[src/rtl/mdu_unit.sv]
// Iterative RV32M multiply/divide unit: one radix-2 step per cycle on operand
// magnitudes, sign fix-up in a separate cycle, tagged result with backpressure.
module mdu_unit #(
  parameter int unsigned XLEN  = 32,
  parameter int unsigned TAG_W = 5
) (
  input  logic             clk_in,
  input  logic             rst_n_in,
  input  logic             op_valid_in,
  output logic             op_ready_out,
  input  logic [XLEN-1:0]  op_1_in,
  input  logic [XLEN-1:0]  op_2_in,
  input  logic [2:0]       opcode_in,
  input  logic [TAG_W-1:0] tag_in,
  input  logic             flush_in,
  output logic             result_valid_out,
  input  logic             result_ready_in,
  output logic [XLEN-1:0]  result_out,
  output logic [TAG_W-1:0] tag_out
);

  localparam int unsigned CW = $clog2(XLEN);
  localparam logic [XLEN-1:0] MOST_NEG = {1'b1, {(XLEN-1){1'b0}}};

  typedef enum logic [1:0] {IDLE, CALC, FIX, DONE} state_t;

  state_t            state;
  logic [CW-1:0]     cnt;
  logic [XLEN-1:0]   a;        // multiplicand or divisor magnitude
  logic [2*XLEN-1:0] prod;     // mul: {hi, lo} product; div: {remainder, quotient}
  logic              is_div;
  logic              sel_hi;   // mul: return high half; div: return remainder
  logic              neg_res;

  // request decode
  logic            sgn_1, sgn_2, neg_1, neg_2, neg_req;
  logic [XLEN-1:0] mag_1, mag_2;
  logic            div_zero, div_ovf;
  logic [XLEN-1:0] fast_res;

  // per-step datapath
  logic [XLEN:0]     mul_sum;
  logic [2*XLEN-1:0] mul_next;
  logic [XLEN:0]     rem_sh;
  logic              rem_ge;
  logic [XLEN-1:0]   rem_diff;
  logic [2*XLEN-1:0] div_next;

  // sign fix-up
  logic [2*XLEN-1:0] prod_fix;
  logic [XLEN-1:0]   div_raw;
  logic [XLEN-1:0]   fix_res;

  // Decode signedness, magnitudes and fast-path special cases of the request
  always_comb begin
    if (opcode_in[2]) begin
      sgn_1 = ~opcode_in[0];
      sgn_2 = ~opcode_in[0];
    end else begin
      sgn_1 = (opcode_in[1:0] != 2'b11);
      sgn_2 = ~opcode_in[1];
    end
    neg_1 = sgn_1 & op_1_in[XLEN-1];
    neg_2 = sgn_2 & op_2_in[XLEN-1];
    mag_1 = neg_1 ? ('0 - op_1_in) : op_1_in;
    mag_2 = neg_2 ? ('0 - op_2_in) : op_2_in;
    // remainder follows the dividend; products and quotients follow the sign xor
    if (opcode_in[2] && opcode_in[1]) neg_req = neg_1;
    else                              neg_req = neg_1 ^ neg_2;
    div_zero = opcode_in[2] && (op_2_in == '0);
    div_ovf  = opcode_in[2] && !opcode_in[0] && (op_1_in == MOST_NEG) && (op_2_in == '1);
    if (div_zero) fast_res = opcode_in[1] ? op_1_in : '1;
    else          fast_res = opcode_in[1] ? '0 : op_1_in;
  end

  // One shift-add multiply step and one restoring divide step
  always_comb begin
    mul_sum  = {1'b0, prod[2*XLEN-1:XLEN]} + (prod[0] ? {1'b0, a} : '0);
    mul_next = {mul_sum, prod[XLEN-1:1]};
    rem_sh   = prod[2*XLEN-1:XLEN-1];
    rem_ge   = (rem_sh >= {1'b0, a});
    // the difference is below the divisor, so the dropped top bit is always zero
    rem_diff = rem_sh[XLEN-1:0] - a;
    div_next = rem_ge ? {rem_diff, prod[XLEN-2:0], 1'b1} : {prod[2*XLEN-2:0], 1'b0};
  end

  // Final sign correction and result selection
  always_comb begin
    // a product is negated over its full width so the high half gets the borrow
    prod_fix = neg_res ? ('0 - prod) : prod;
    div_raw  = sel_hi ? prod[2*XLEN-1:XLEN] : prod[XLEN-1:0];
    if (is_div)      fix_res = neg_res ? ('0 - div_raw) : div_raw;
    else if (sel_hi) fix_res = prod_fix[2*XLEN-1:XLEN];
    else             fix_res = prod_fix[XLEN-1:0];
  end

  // Control FSM with registered handshake outputs and datapath registers
  always_ff @(posedge clk_in or negedge rst_n_in) begin
    if (!rst_n_in) begin
      state            <= IDLE;
      cnt              <= '0;
      a                <= '0;
      prod             <= '0;
      is_div           <= 1'b0;
      sel_hi           <= 1'b0;
      neg_res          <= 1'b0;
      op_ready_out     <= 1'b1;
      result_valid_out <= 1'b0;
      result_out       <= '0;
      tag_out          <= '0;
    end else if (flush_in) begin
      state            <= IDLE;
      op_ready_out     <= 1'b1;
      result_valid_out <= 1'b0;
    end else begin
      case (state)
        IDLE: begin
          if (op_valid_in) begin
            tag_out      <= tag_in;
            is_div       <= opcode_in[2];
            sel_hi       <= opcode_in[2] ? opcode_in[1] : (opcode_in[1:0] != 2'b00);
            neg_res      <= neg_req;
            op_ready_out <= 1'b0;
            if (div_zero || div_ovf) begin
              result_out       <= fast_res;
              result_valid_out <= 1'b1;
              state            <= DONE;
            end else begin
              a     <= opcode_in[2] ? mag_2 : mag_1;
              prod  <= {{XLEN{1'b0}}, (opcode_in[2] ? mag_1 : mag_2)};
              cnt   <= CW'(XLEN - 1);
              state <= CALC;
            end
          end
        end
        CALC: begin
          prod <= is_div ? div_next : mul_next;
          if (cnt == '0) state <= FIX;
          else           cnt   <= cnt - 1'b1;
        end
        FIX: begin
          result_out       <= fix_res;
          result_valid_out <= 1'b1;
          state            <= DONE;
        end
        DONE: begin
          if (result_ready_in) begin
            result_valid_out <= 1'b0;
            op_ready_out     <= 1'b1;
            state            <= IDLE;
          end
        end
        default: state <= IDLE;
      endcase
    end
  end

endmodule

[config.mk]
export PLATFORM = sky130hd
export DESIGN_NAME = mdu_unit
export DESIGN_NICKNAME = d
export VERILOG_FILES = /design/src/rtl/mdu_unit.sv
export SDC_FILE = /design/constraint.sdc
export NUM_CORES = 1
export LEC_CHECK = 0
export ABC_AREA = 1
export BUFFER_PORTS_ARGS = -buffer_cell sky130_fd_sc_hd__buf_2
export CORE_MARGIN = 1.5
export CORE_UTILIZATION = 25
export DETAILED_ROUTE_END_ITERATION = 10
export PLACE_DENSITY_LB_ADDON = 0.08
export SYNTH_ARGS = -nofsm -noshare
export SYNTH_HDL_FRONTEND = slang
export SYNTH_SLANG_ARGS = --single-unit
[constraint.sdc]
create_clock -name clk_in -period 4.43 [get_ports clk_in]
set_input_delay 0.6645 -clock clk_in [delete_from_list [all_inputs] [get_ports clk_in]]
set_output_delay 0.6645 -clock clk_in [all_outputs]
set_load 0.01 [all_outputs]
Yosys cells after proc, flatten, opt, wreduce, memory -nomap -nowiden

Cells that the tools add are included.

Flip-flop bits (word level): 145
Output and inout port bits: 39
Bits of input ports: 77

Add/sub/neg operators: 7
Equality and inequality tests: 14
Reduce and logical (&&, ||, !) cells: 23
Bitwise operators: 7
Mux-type cells: 44
$lt $le $gt $ge: 1

Operators by type and width:

| cell                  | number |
|---|---|
| $mux 32               | 14 |
| $mux 64               | 5 |
| $pmux 64 s2           | 1 |
| $sub 1x32->32 const A | 3 |
| $eq 32x32->1 const B  | 2 |
| $pmux 32 s2           | 1 |
| $sub 1x64->64 const A | 1 |
| $add 32x32->33        | 1 |
| $ge 33x32->1          | 1 |
| $logic_not 32->1      | 1 |
| $sub 32x32->32        | 1 |
| $reduce_and 4->1      | 4 |
| $mux 5                | 3 |
| $ne 3x3->1 const B    | 4 |
| $mux 1                | 11 |
| $mux 2                | 5 |
| $ne 2x2->1 const B    | 5 |
| $pmux 5 s2            | 1 |
| $reduce_and 3->1      | 3 |
| $pmux 2 s4            | 1 |
| $reduce_bool 2->1     | 3 |
| $logic_and 1x1->1     | 5 |
| $logic_not 5->1       | 1 |
| $reduce_and 5->1      | 1 |
| 13 further kinds      | 18 |

Depth between registers and ports, before layout

Depth after elaboration: 9
Depth in mapped cells: 20

Least setup slack after synthesis

OpenSTA, ideal clock, no wires.

Path type: register to register
Start: register prod[0]
End: register prod[61]
Path slack: 2026 ps
Stages on the path, launching flop included: 17
Data arrival time: 2286 ps
Setup time: 117 ps
Cells stage by stage: dfrtp_1 clkbuf_1 nand2_1 inv_1 ha_1 inv_1 fa_1 o21ai_0 inv_1 o21ai_0 nand2_1 nand2_1 nand2_1 nand3_1 nand3_1 nand3_1 nand2_1

Longest elaborated chain between the ends: 4

Ends and longest elaborated chain:

| element                | RTL line | source |
|---|---|---|
| from (decl)            | 30       | `logic [2*XLEN-1:0] prod;` |
| from (signal assigned) | 130      | `prod <= {{XLEN{1'b0}}, (opcode_in[2] ? mag_1 : mag_2)};` |
| from (signal assigned) | 137      | `prod <= is_div ? div_next : mul_next;` |
| $mux 32                | 78       | `mul_sum = {1'b0, prod[2*XLEN-1:XLEN]} + (prod[0] ? {1'b0, a} : '0);` |
| $add 32x32->33         | 78       |  |
| $mux 64                | 137      |  |
| $pmux 64 s2            | 116      | `case (state)` |

Every way passes these cells.
A chain may end at the register's enable or synchronous reset.

Worst setup path in the final report

Start: register prod[39]
End: register prod[0]

Longest elaborated chain between the ends: 4

Ends and longest elaborated chain:

| element      | RTL line | source |
|---|---|---|
| $ge 33x32->1 | 81       | `rem_ge = (rem_sh >= {1'b0, a});` |
| $mux 64      | 84       | `div_next = rem_ge ? {rem_diff, prod[XLEN-2:0], 1'b1} : {prod[2*XLEN-2:0], 1'b0};` |
| $mux 64      | 137      |  |
| $pmux 64 s2  | 116      |  |

Every way passes these cells.

==> results.md <==
- Top Family by Delay on Critical Path: simple AND/OR/NAND/NOR gates
- Final period util: 0.756
- Top-count cell post-synth: nand2_1
- Sum Neg Setup Slack: 0 ns
- Distinct cells, synth: 49
- Ant diodes: 0
- FFs w/ async S/R, synth: 1.00
- Post-DR vias/cell: 5.17
- Post-synthesis compound-gate area fraction: 0.165
- Yosys top cell area share: 0.201
- Commonest cells post-synth: nand2_1, nand3_1, nor2_1, inv_1, o21ai_0
- Post-synthesis mux area share: 0
- Setup-failing EPs final: 0
- Mapped Area: 19,300 sq um
- Clock transition at the registers of the reported paths: 0.07 ns
- Clock sinks: between 100 and 150
- Register area share after synthesis: 0.188
- Combinational family with the most area after synthesis: simple AND/OR/NAND/NOR gates
- Met1 Usage GRT: 0.372
- Die Span X: 281 um
- Gr usage total: 0.264
- Peak supply drop: 373 uV
- Post-Synth Simple-Gate Area: 0.459
- Mapped Cells: 3,494
- Drt drc: 0
- IO Port Bufs: 115
- Number of synthesized flops with an enable pin: 0
- Routed Antenna Nets: 0
- Power Density: 792 nW/um^2
- Setup bufs post-CTS: 0
- PostCTS Resize Cnt: 0
- Share of layout cells above drive strength 1: 0.0685
- DR vias: 23,600
- RePlAce Congestion: 0.987
- Total global routing overflow: 0
- Worst slew margin: 0.196
- Max Freq: 299 MHz
- Initial antenna violation count: 1
- Sequential power share: 0.179
- IO Pins: 116
- Vias in the first global route: approximately 22,000
- Final Hold Viols: 0
- Critical path type: flip-flop to flip-flop
- Synth top area cells: nand2_1, dfrtp_1, nand3_1, nor2_1, inv_1
- Layout area overhead: 10.9%
- Synthesized net count: 3,648
- CTS tree: yes
- Final nets: 3,674
- Max clock buf depth: 2
- Outcome: completed
- Hold_buf cts: 0
- Clock latency on the worst-skew pair: 0.46 ns
- Yosys top cell by area: nand2_1
- Net Switching: 0.0107 W
- Slowest-stage cell, CP: dfrtp_1
- Initial Util: 0.253
- Tot Pwr: between 0.015 and 0.02 W
- Synth Area in XOR/XNOR: 0.0267
- Initial DRT Pass Iterations: 6
- Core Area: 76,300 sq um
- Crit path max fanout: 41
- CP Cell Sequence: ha_1 > a21oi_1 > o21ai_0 > inv_1 > nand3_1 > nand2_1 > nand2_1 > nand2_2 > nand2_4 > inv_2 > nand2_1 > nand3_1 > nand3_1
- Final slew viol count: 0
- M2 GR Usage: 0.412
- CP bufs+invs: 2
- Worst Max-Slew Pin Slew: 1.21 ns
- Arrival time at the worst endpoint: 3.69 ns
- Post-DP HPWL: 86,600 um
- Tightest Hold Check Type: primary input to asynchronous set/reset pin
- Critical Path RT: 4.77 ns
- Routed wire length per instance: 23.1 um
- Combinational power share: 0.729
- DRT iter0 DRCs: approximately 2,100
- Clk network pwr share: 0.092
- RSZ-0062 raised after global routing: no
- Die Y: approximately 280 um
- # fillers: 9,107
- CTS buffer count: 17
- CP peak stage delay: 0.75 ns
- Mean Syn Cell Area: between 5 and 6 sq um
- Root Buffer: clkbuf_16
- Sw Share: 0.630
- First-pass GRT wire length: 152,000 um
- Largest net degree at the start of global routing: between 100 and 150
- Top Usage Layer GRT: met2
- Final WL: 105,000 um
- Ys Warns: 0
- Cell-internal power: 0.00629 W
- Startpoint types: flip-flop
- Max Cap Viol: 0
- Cell Rows: 101
- FF+latch count, synth: 145
- Period minus WS final: 3.35 ns
- Post-Synth Adder-Cell Area: 0.0506
- H-tree depth: 4
- Die Area: a little under 80,000 sq um
- Met3 usage: 0.0257
- Ys flop type: dfrtp_1
- Worst Setup End Kind: flip-flop
- Utilization after layout: 0.281
- LEAKAGE: 10.7 nW
- Skew final: 0.0112 ns
## state kept, by name (all words and copies together), names as in the netlist
signal            count
is_div                1
op_ready_out          1
state                 2
sel_hi                1
cnt                   5
a                    32
tag_out               5
result_out           32
result_valid_out      1
prod                 64
neg_res               1
## through the flow
stage          worst slack [ns]  area (sq um)  instances  hold slack [ns]
3_3_place_gp              0.743         20900       4531            0.469
4_1_cts                    1.12         21500       4563            0.314
5_1_grt                   0.805         21500       4563            0.312
6_report                   1.08         21500       4563            0.246
3_5_place_dp              0.659         20900       4531            0.461
2_1_floorplan              2.03         19300       3494            0.369
## cell type report
| class | count | area [sq um] | share of cell area |
|---|---|---|---|
| multi-input combinational | 2809 | 13600 | 0.632 |
| sequential | 145 | 3640 | 0.170 |
| inverter | 397 | 1490 | 0.0694 |
| tap | 1030 | 1290 | 0.0601 |
| timing repair buffer | 150 | 870 | 0.0405 |
| clock buffer | 21 | 480 | 0.0224 |
| clock inverter | 11 | 128 | 0.00595 |
## worst register-to-register path: cells and delay by family (launching register included)
kind	cells	cell delay [ns]
adder cells (fa/ha/maj)	1	0.42
AO/OA/AOI/OAI	2	0.38
flip-flops	1	0.75
AND/OR/NAND/NOR	8	1.27
buffers and inverters	2	0.41
## power groups by stage
stage | Clock [W] | Combinational (W) | Sequential, W
2_1_floorplan | 0 | 0.00806 | 0.00249
3_3_place_gp | 0 | 0.0123 | 0.00305
3_5_place_dp | 0 | 0.0121 | 0.00305
4_1_cts | 0.00159 | 0.0122 | 0.00303
5_1_grt | 0.00164 | 0.0136 | 0.00310
6_report | 0.00156 | 0.0124 | 0.00305
## final timing paths
kind / cells after the start / end / from / slack (ns)
max: 13 / prod[0]$_DFFE_PN0P_ / prod[39]$_DFFE_PN0P_ / 1.08
min: 1 / a[31]$_DFFE_PN0P_ / rst_n_in / 0.25
max reg2reg: 13 / prod[0]$_DFFE_PN0P_ / prod[39]$_DFFE_PN0P_ / 1.08
min reg2reg: 2 / tag_out[4]$_DFFE_PN0P_ / tag_out[4]$_DFFE_PN0P_ / 0.47
max in group asynchronous: 2 / result_out[2]$_DFFE_PN0P_ / rst_n_in / 3.24
min in group clk_in: 3 / tag_out[1]$_DFFE_PN0P_ / tag_in[1] / 0.40
## cells by family after synthesis
logic type,after synthesis
and+or+nand+nor,2082
AOI/OAI and AO/OA,591
xor gates and xnor gates,59
DFF,145
adders and majority gates,77
buffers and inverters,540
## routing by layer
metal	vias up	wire, um	share of wire
met5	-	0	0
met4	0	4180	0.040
met3	118	5450	0.052
met2	780	46200	0.44
met1	11100	49600	0.47
li1	11500	-	-
## cell usage in the layout (no fill, tap or decap), types with 13 or more instances in the layout
cell type and count:
o21ai_1 37, clkbuf_16 17, buf_2 114, o211ai_1 36, nor2_2 13, inv_1 386, dfrtp_1 141, a31oi_1 35
a21oi_1 218, xor2_1 54, nand2_1 1036, nor3_1 28, ha_1 75, nand3b_1 23, nand3_1 455, nor2_1 424
o21ai_0 225, buf_4 33, nand4_1 63
Note: power is estimated with default switching activity, not from simulation.
